## config.mk

```make
export PLATFORM = sky130hd
export DESIGN_NAME = aba_err_monitor
export DESIGN_NICKNAME = d
export VERILOG_FILES = /design/src/rtl/aba_pkg.sv /design/src/rtl/aba_err_calc.sv /design/src/rtl/aba_err_monitor.sv
export SDC_FILE = /design/constraint.sdc
export NUM_CORES = 1
export LEC_CHECK = 0
export BUFFER_PORTS_ARGS = -buffer_cell sky130_fd_sc_hd__buf_2
export CAP_MARGIN = 0
export CORE_ASPECT_RATIO = 1.4
export CORE_MARGIN = 4
export CORE_UTILIZATION = 30
export DETAILED_ROUTE_END_ITERATION = 16
export MAX_ROUTING_LAYER = met4
export PLACE_DENSITY = 0.51
export SLEW_MARGIN = 20
export SYNTH_ARGS = -nofsm -noshare
export SYNTH_HDL_FRONTEND = slang
export SYNTH_SLANG_ARGS = --single-unit
```

## constraint.sdc

```tcl
create_clock -name clk -period 4 [get_ports clk]
set_clock_uncertainty 0.15 [all_clocks]
set_input_delay 0.6 -clock clk [delete_from_list [all_inputs] [get_ports clk]]
set_output_delay 0.6 -clock clk [all_outputs]
set_load 0.02 [all_outputs]
```

## src/rtl/aba_pkg.sv

```systemverilog
// Shared definitions for the approximate-adder error monitor and the adder it checks.
package aba_pkg;
  localparam int ADD_WIDTH = 12;
  localparam int LCA_WIDTH = 4;
  localparam int APX_BITS  = 4;

  typedef enum logic [1:0] {
    IDLE  = 2'd0,
    RUN   = 2'd1,
    DRAIN = 2'd2,
    DONE  = 2'd3
  } mon_state_t;
endpackage

```

## src/rtl/aba_err_calc.sv

```systemverilog
// Combinational error of one approximate add: err = {cout_apx, s_apx} - (a + b + cin).
module aba_err_calc import aba_pkg::*; #(
  parameter int WIDTH = ADD_WIDTH
) (
  input  logic             cin,
  input  logic [WIDTH-1:0] a,
  input  logic [WIDTH-1:0] b,
  input  logic [WIDTH-1:0] s_apx,
  input  logic             cout_apx,
  output logic [WIDTH+1:0] err,
  output logic [WIDTH:0]   abs_err
);

  logic [WIDTH:0]   exact;
  logic [WIDTH:0]   apx;
  logic [WIDTH+1:0] neg;

  always_comb begin
    exact   = {1'b0, a} + {1'b0, b} + {{WIDTH{1'b0}}, cin};
    apx     = {cout_apx, s_apx};
    // One extra bit of headroom keeps the difference of two unsigned values signed-exact.
    err     = $signed({1'b0, apx}) - $signed({1'b0, exact});
    neg     = -err;
    abs_err = err[WIDTH+1] ? neg[WIDTH:0] : err[WIDTH:0];
  end

endmodule

```

## src/rtl/aba_err_monitor.sv

```systemverilog
// Windowed error-statistics monitor for the approximate adder: a 2-stage pipeline
// (registered error, then statistics) under an IDLE/RUN/DRAIN/DONE controller.
module aba_err_monitor import aba_pkg::*; #(
  parameter int WIDTH = ADD_WIDTH,
  parameter int CNT_W = 16,
  parameter int ACC_W = 24
) (
  input  logic             clk,
  input  logic             rst,
  input  logic             start,
  input  logic [CNT_W-1:0] window,
  input  logic             in_valid,
  output logic             in_ready,
  input  logic             cin,
  input  logic [WIDTH-1:0] a,
  input  logic [WIDTH-1:0] b,
  input  logic [WIDTH-1:0] s_apx,
  input  logic             cout_apx,
  output logic             busy,
  output logic             done,
  output logic [CNT_W-1:0] sample_cnt,
  output logic [CNT_W-1:0] err_cnt,
  output logic [WIDTH:0]   max_abs_err,
  output logic [ACC_W-1:0] err_sum
);

  localparam int ERR_W = WIDTH + 2;
  localparam int SUM_W = ((ACC_W > ERR_W) ? ACC_W : ERR_W) + 1;

  // Handshake: a sample transfers on a rising edge where in_valid && in_ready and
  // start is low; in_ready depends only on state, never on in_valid.
  mon_state_t state, state_next;

  logic [CNT_W-1:0]        win_q;
  logic [ERR_W-1:0]        err_c;
  logic [WIDTH:0]          abs_c;
  logic [ERR_W-1:0]        s1_err;
  logic [WIDTH:0]          s1_abs;
  logic                    s1_valid;
  logic                    s2_valid;
  logic                    accept;
  logic                    last;
  logic signed [SUM_W-1:0] sum_next;
  logic signed [SUM_W-1:0] sat_max;
  logic signed [SUM_W-1:0] sat_min;
  logic [ACC_W-1:0]        sum_sat;

  aba_err_calc #(.WIDTH(WIDTH)) u_calc (
    .cin      (cin),
    .a        (a),
    .b        (b),
    .s_apx    (s_apx),
    .cout_apx (cout_apx),
    .err      (err_c),
    .abs_err  (abs_c)
  );

  assign accept = in_valid && (state == RUN) && !start;
  assign last   = (sample_cnt + CNT_W'(1)) == win_q;

  always_comb begin
    state_next = state;
    in_ready   = 1'b0;
    busy       = 1'b0;
    done       = 1'b0;
    case (state)
      IDLE: ;
      RUN: begin
        in_ready = 1'b1;
        busy     = 1'b1;
        if (accept && last) state_next = DRAIN;
      end
      DRAIN: begin
        busy = 1'b1;
        if (!s1_valid && !s2_valid) state_next = DONE;
      end
      DONE: begin
        done       = 1'b1;
        state_next = IDLE;
      end
      default: state_next = IDLE;
    endcase
    if (start) state_next = RUN;
  end

  // Accumulate in a wider signed domain, then clamp back to the ACC_W range.
  always_comb begin
    sat_max  = {{(SUM_W-ACC_W+1){1'b0}}, {(ACC_W-1){1'b1}}};
    sat_min  = ~sat_max;
    sum_next = {{(SUM_W-ACC_W){err_sum[ACC_W-1]}}, err_sum}
             + {{(SUM_W-ERR_W){s1_err[ERR_W-1]}}, s1_err};
    if (sum_next > sat_max)      sum_sat = sat_max[ACC_W-1:0];
    else if (sum_next < sat_min) sum_sat = sat_min[ACC_W-1:0];
    else                         sum_sat = sum_next[ACC_W-1:0];
  end

  // The statistics registers form stage 2; s2_valid marks that slot as holding a
  // just-committed sample so DRAIN covers the commit cycle as well.
  always_ff @(posedge clk or posedge rst) begin
    if (rst) begin
      state       <= IDLE;
      win_q       <= '0;
      s1_err      <= '0;
      s1_abs      <= '0;
      s1_valid    <= 1'b0;
      s2_valid    <= 1'b0;
      sample_cnt  <= '0;
      err_cnt     <= '0;
      max_abs_err <= '0;
      err_sum     <= '0;
    end else begin
      state <= state_next;
      if (start) begin
        win_q       <= (window == '0) ? CNT_W'(1) : window;
        s1_valid    <= 1'b0;
        s2_valid    <= 1'b0;
        sample_cnt  <= '0;
        err_cnt     <= '0;
        max_abs_err <= '0;
        err_sum     <= '0;
      end else begin
        s1_valid <= accept;
        s2_valid <= s1_valid;
        if (accept) begin
          sample_cnt <= sample_cnt + CNT_W'(1);
          s1_err     <= err_c;
          s1_abs     <= abs_c;
        end
        if (s1_valid) begin
          err_cnt <= err_cnt + CNT_W'(s1_err != '0);
          if (s1_abs > max_abs_err) max_abs_err <= s1_abs;
          err_sum <= sum_sat;
        end
      end
    end
  end

endmodule

```

### Yosys cells after proc, flatten, opt, wreduce, memory -nomap -nowiden

Index checks and enable logic that the tools add are counted.

* bits in registers: 116
* input bits: 58
* output and inout bits: 72

* $add $sub $neg: 7
* $lt $le $gt $ge: 3
* equal/unequal tests: 6
* muxes and demuxes: 22
* bitwise gates (word level): 1
* reduce and logical (&&, ||, !) cells: 17

Operators with widths (count)
* 24-bit 2-to-1 mux: 4
* 16-bit 2-to-1 mux: 5
* 13-bit 2-to-1 mux: 4
* 24-bit by 14-bit adder with 25-bit output: 1
* 25-bit by 24-bit > comparator with 1-bit output (second input constant): 1
* 25-bit by 24-bit < comparator with 1-bit output (second input constant): 1
* 16-bit by 1-bit adder with 16-bit output: 1
* 16-bit by 1-bit adder with 16-bit output (second input constant): 1
* 16-bit equality test: 1
* 16-bit zero test: 1
* 14-bit nonzero test: 1
* 13-bit by 13-bit subtractor with 14-bit output: 1
* 12-bit by 12-bit adder with 13-bit output: 1
* 13-bit by 1-bit adder with 13-bit output: 1
* 13-bit > comparator: 1
* 13-bit negation: 1
* 2-bit 2-to-1 mux: 3
* 2-bit one-hot mux with 3 select lines: 1
* 2-bit nonzero test: 3
* 1-bit 2-to-1 mux: 5
* 2-bit equality test (second input constant): 2
* 1-bit logical AND: 4
* 2-bit AND reduction: 2
* 4-bit nonzero test: 1
* other kinds (7): 9

### Longest topological paths before layout

* depth after elaboration: 7
* gate-level depth with buffers: 14
* depth with buffers taken out: 14

### By module

From an unflattened synthesis, not the netlist that was laid out.

* cells, all modules: 892
* area, all modules: 8451.9 sq um

Modules (own cells, without submodules)
* aba_err_monitor: instances 1, cells an instance 699, area an instance 6932.9 sq um
* aba_err_calc: instances 1, cells an instance 193, area an instance 1519.0 sq um

### Least setup slack after synthesis

Ideal clock, no wire load.

* path type: input port to flip-flop
* start point: in b[0]
* end point: reg s1_abs[12]
* arrival time: 3626 ps
* path slack: 94 ps
* cell stages on the path: 13
* path through: ha_1 fa_1 fa_1 fa_1 nand2b_1 a211oi_1 o21ai_1 a21oi_1 xor2_1 nor3_1 a41oi_2 xnor2_1 o21ai_1

* cells in the longest elaborated chain, start to end: 5

RTL lines
* start: declaration: RTL line aba_err_monitor.sv:16 `input logic [WIDTH-1:0] b,`
* 12-bit by 12-bit adder with 13-bit output (*): RTL line aba_err_calc.sv:19 `exact = {1'b0, a} + {1'b0, b} + {{WIDTH{1'b0}}, cin};`
* 13-bit by 1-bit adder with 13-bit output (*): RTL line aba_err_calc.sv:19
* 13-bit by 13-bit subtractor with 14-bit output (*): RTL line aba_err_calc.sv:22 `err = $signed({1'b0, apx}) - $signed({1'b0, exact});`
* 13-bit negation: RTL line aba_err_calc.sv:23 `neg = -err;`
* 13-bit 2-to-1 mux (*): RTL line aba_err_calc.sv:24 `abs_err = err[WIDTH+1] ? neg[WIDTH:0] : err[WIDTH:0];`
* end signal: assignment: RTL line aba_err_monitor.sv:127 `s1_abs <= abs_c;`
* end: declaration: RTL line aba_err_monitor.sv:38 `logic [WIDTH:0] s1_abs;`

Every way passes the cells marked *; elsewhere a longest branch is shown, timed or not.
A chain may end at the register's enable or synchronous reset.

### Final worst setup path

* start point: in b[0]
* end point: reg s1_abs[11]

Same word-level chain as after synthesis.

==> results_dict.tcl <==
set metrics [dict create \
    status "finished, final reports clean" \
    final_cell_area_um2 10000 \
    wl_met2_um 11200 \
    worstSetupPathType "input pin to register" \
    num_rows 71 \
    synth.area.top_cells "dfrtp_1, ha_1, xnor2_1, xor2_1, nor2_1" \
    cts-root-buf "clkbuf_16" \
    clkLatencyLatePin_ns 0.41 \
    clk_pin_slew_worst_paths_ns 0.05 \
    fmax_ghz 0.271 \
    antenna_cells 0 \
    hp-class "input pin to asynchronous set/reset pin" \
    finalHoldViolations 0 \
    fin_ws_ns 0.312 \
    top_layer_used "met4" \
    drc 0 \
    die_x_um 147 \
    cp-end-kind "register" \
    die-area_um2 30000 \
    routed_via_density 4.81 \
    post_cts_resized 0 \
    cts.sinks 115 \
    synth_area_um2 8170 \
    cts_setup_buffers 0 \
    core_area_um2 26800 \
    syn2layout_area_growth_pct 22.5 \
    synth_top_cell_by_area "dfrtp_1" \
    dp.final_hpwl_um 16300 \
    post-place-ws_ns -0.261 \
    ys_top_cells_by_count "dfrtp_1, nor2_1, inv_1, nand2_1, ha_1" \
    fin_nets 1166 \
    peakVddDrop_mv 0.264 \
    wl_um 20900 \
    routed-wl-met3_um 820 \
    numCtsBuffers 17 \
    grt_first_pass_wirelength_um 33800 \
    grt_pass1_vias 6653 \
    grt_max_degree 66 \
    final_antenna_net_count 0 \
    synth_seq_cells 115 \
    drt-initial-drc-count 255 \
    track_usage_pct 14.5 \
    synth_top_area_share_pct 35.2 \
    die_h_um 203 \
    detail_route.wl_per_cell_um 14.9 \
    syn_nets 1009 \
    worst_setup_path_start_kind "input pin" \
    synthArstFlopShare_pct 100 \
    grt_overflow 0 \
    rsz0062_at_grt "no" \
    dr.pass1.iters 4 \
    leakage_nw 4.97 \
    fin_crit_ns 3.69 \
    yosysMostFrequentCell "dfrtp_1" \
    syn_area_per_cell_um2 9.41 \
    fin_util_pct 37.3 \
    setup_viol 0 \
    ys_seq_area_share_pct 35.2 \
    critPathMaxFanout 4 \
    port_buffers 129 \
    synth-main-ff-cell "dfrtp_1" \
    maxCapViolCount 0 \
    dpl-instance-area_um2 9420 \
    ys_types 75 \
    finalMaxSlewViolations 0 \
    yosysWarnings 0 \
    vias 6735 \
    synth_edf_count 0 \
    cts_tree "done" \
    pin_count 130 \
    drive_above_1_share_pct 23.3 \
    relSlewSlack_pct 48.7 \
    worst_pin_slew_ns 0.769 \
    antenna_found_initial 0 \
    critPathArrivalTime_ns 3.82 \
    crit_required_ns 4.13 \
    wl_met1_um 8620 \
    initial_core_util_pct 30.4 \
    finalCritPeriodShare_pct 92.2 \
    syn_inst 868 \
    routabilityCongestion 0.860 \
    holdBufCountCts 0 \
    power_density_nw_per_um2 624 \
    cts.htree.levels 4 \
    cts.path.max_buffers 2 \
]
cells in the final DEF, fill, tap and decap left out, types with 15 or more instances in the layout:
cell,instances
a21o_1,21
a21oi_1,42
a221o_1,21
buf_2,129
buf_4,39
clkbuf_16,17
dfrtp_1,115
ha_1,69
inv_1,70
mux2_2,15
mux2i_1,18
nand2_1,70
nand3_1,18
nand4_1,15
nor2_1,80
nor3_1,17
o21ai_0,27
o21ai_1,17
xnor2_1,44
xor2_1,38
through the flow:
step	hold slack (ns)	setup TNS [ns]	cells	power, mW
4_1_cts	0.124	0	1401	6.34
2_1_floorplan	0.322	0	868	3.85
3_3_place_gp	0.349	-0.788	1371	4.78
3_5_place_dp	0.354	-1.07	1371	4.80
5_1_grt	0.155	0	1401	6.75
6_report	0.117	0	1401	6.24
sequential cells by signal, indices dropped and copies added, names as in the netlist:
register	cells
err_sum	24
win_q	16
s1_valid	1
s1_err	14
max_abs_err	13
state	2
err_cnt	16
sample_cnt	16
s1_abs	12
s2_valid	1
area by class of cell:
type / count / area [um2]
clock buffer: 25 / 495
tap: 365 / 457
multi-input combinational: 649 / 4880
sequential: 115 / 2880
timing repair buffer: 168 / 938
clock inverter: 5 / 75.1
fill: 2776 / 16800
inverter: 74 / 280
path summary, 6_finish.rpt:
kind	from	end	slack (ns)	cells past startpoint
max	b[0]	s1_abs[11]	0.31	14
max reg2reg	err_sum[0]	err_sum[2]	0.64	13
max in group asynchronous	rst	err_sum[0]	2.80	3
min	rst	win_q[15]	0.12	2
min in group clk	window[15]	win_q[15]	0.29	2
min reg2reg	s1_abs[7]	s1_abs[7]	0.36	2
report_power, final:
group          leakage [nW]  internal [mW]  switching, mW
registers              1.51           1.43          0.290
clock network         0.283          0.972          0.513
logic                  3.17           1.32           1.71
worst max-delay path, stage by stage:
cell and delay [ns]:
buf_2 0.10, ha_1 0.30, fa_1 0.47, fa_1 0.42, fa_1 0.39, nand2b_1 0.18, a211oi_2 0.24, o21ai_1 0.11
a21oi_1 0.23, xor2_2 0.24, nor3_1 0.11, a31oi_1 0.20, xor2_1 0.16, o21ai_1 0.07
per-layer routing:
layer | global-route usage [%] | vias to the layer above
met5 | - | -
met2 | 26.3 | 126
met1 | 15.9 | 3216
li1 | - | 3378
met4 | 4.83 | 0
met3 | 2.69 | 15
cells by family (layout without fill, tap and decap cells):
logic type | Yosys count | after routing | synth area share [%]
multiplexers | 33 | 33 | 4.28
adder cells (fa/ha/maj) | 83 | 83 | 14.0
flip-flops | 115 | 115 | 35.2
XOR/XNOR | 84 | 84 | 9.10
AND/OR/NAND/NOR | 263 | 263 | 15.8
AO/OA/AOI/OAI | 186 | 186 | 16.3
buffers and inverters | 104 | 272 | 5.27
Note: power is estimated with default switching activity, not from simulation.
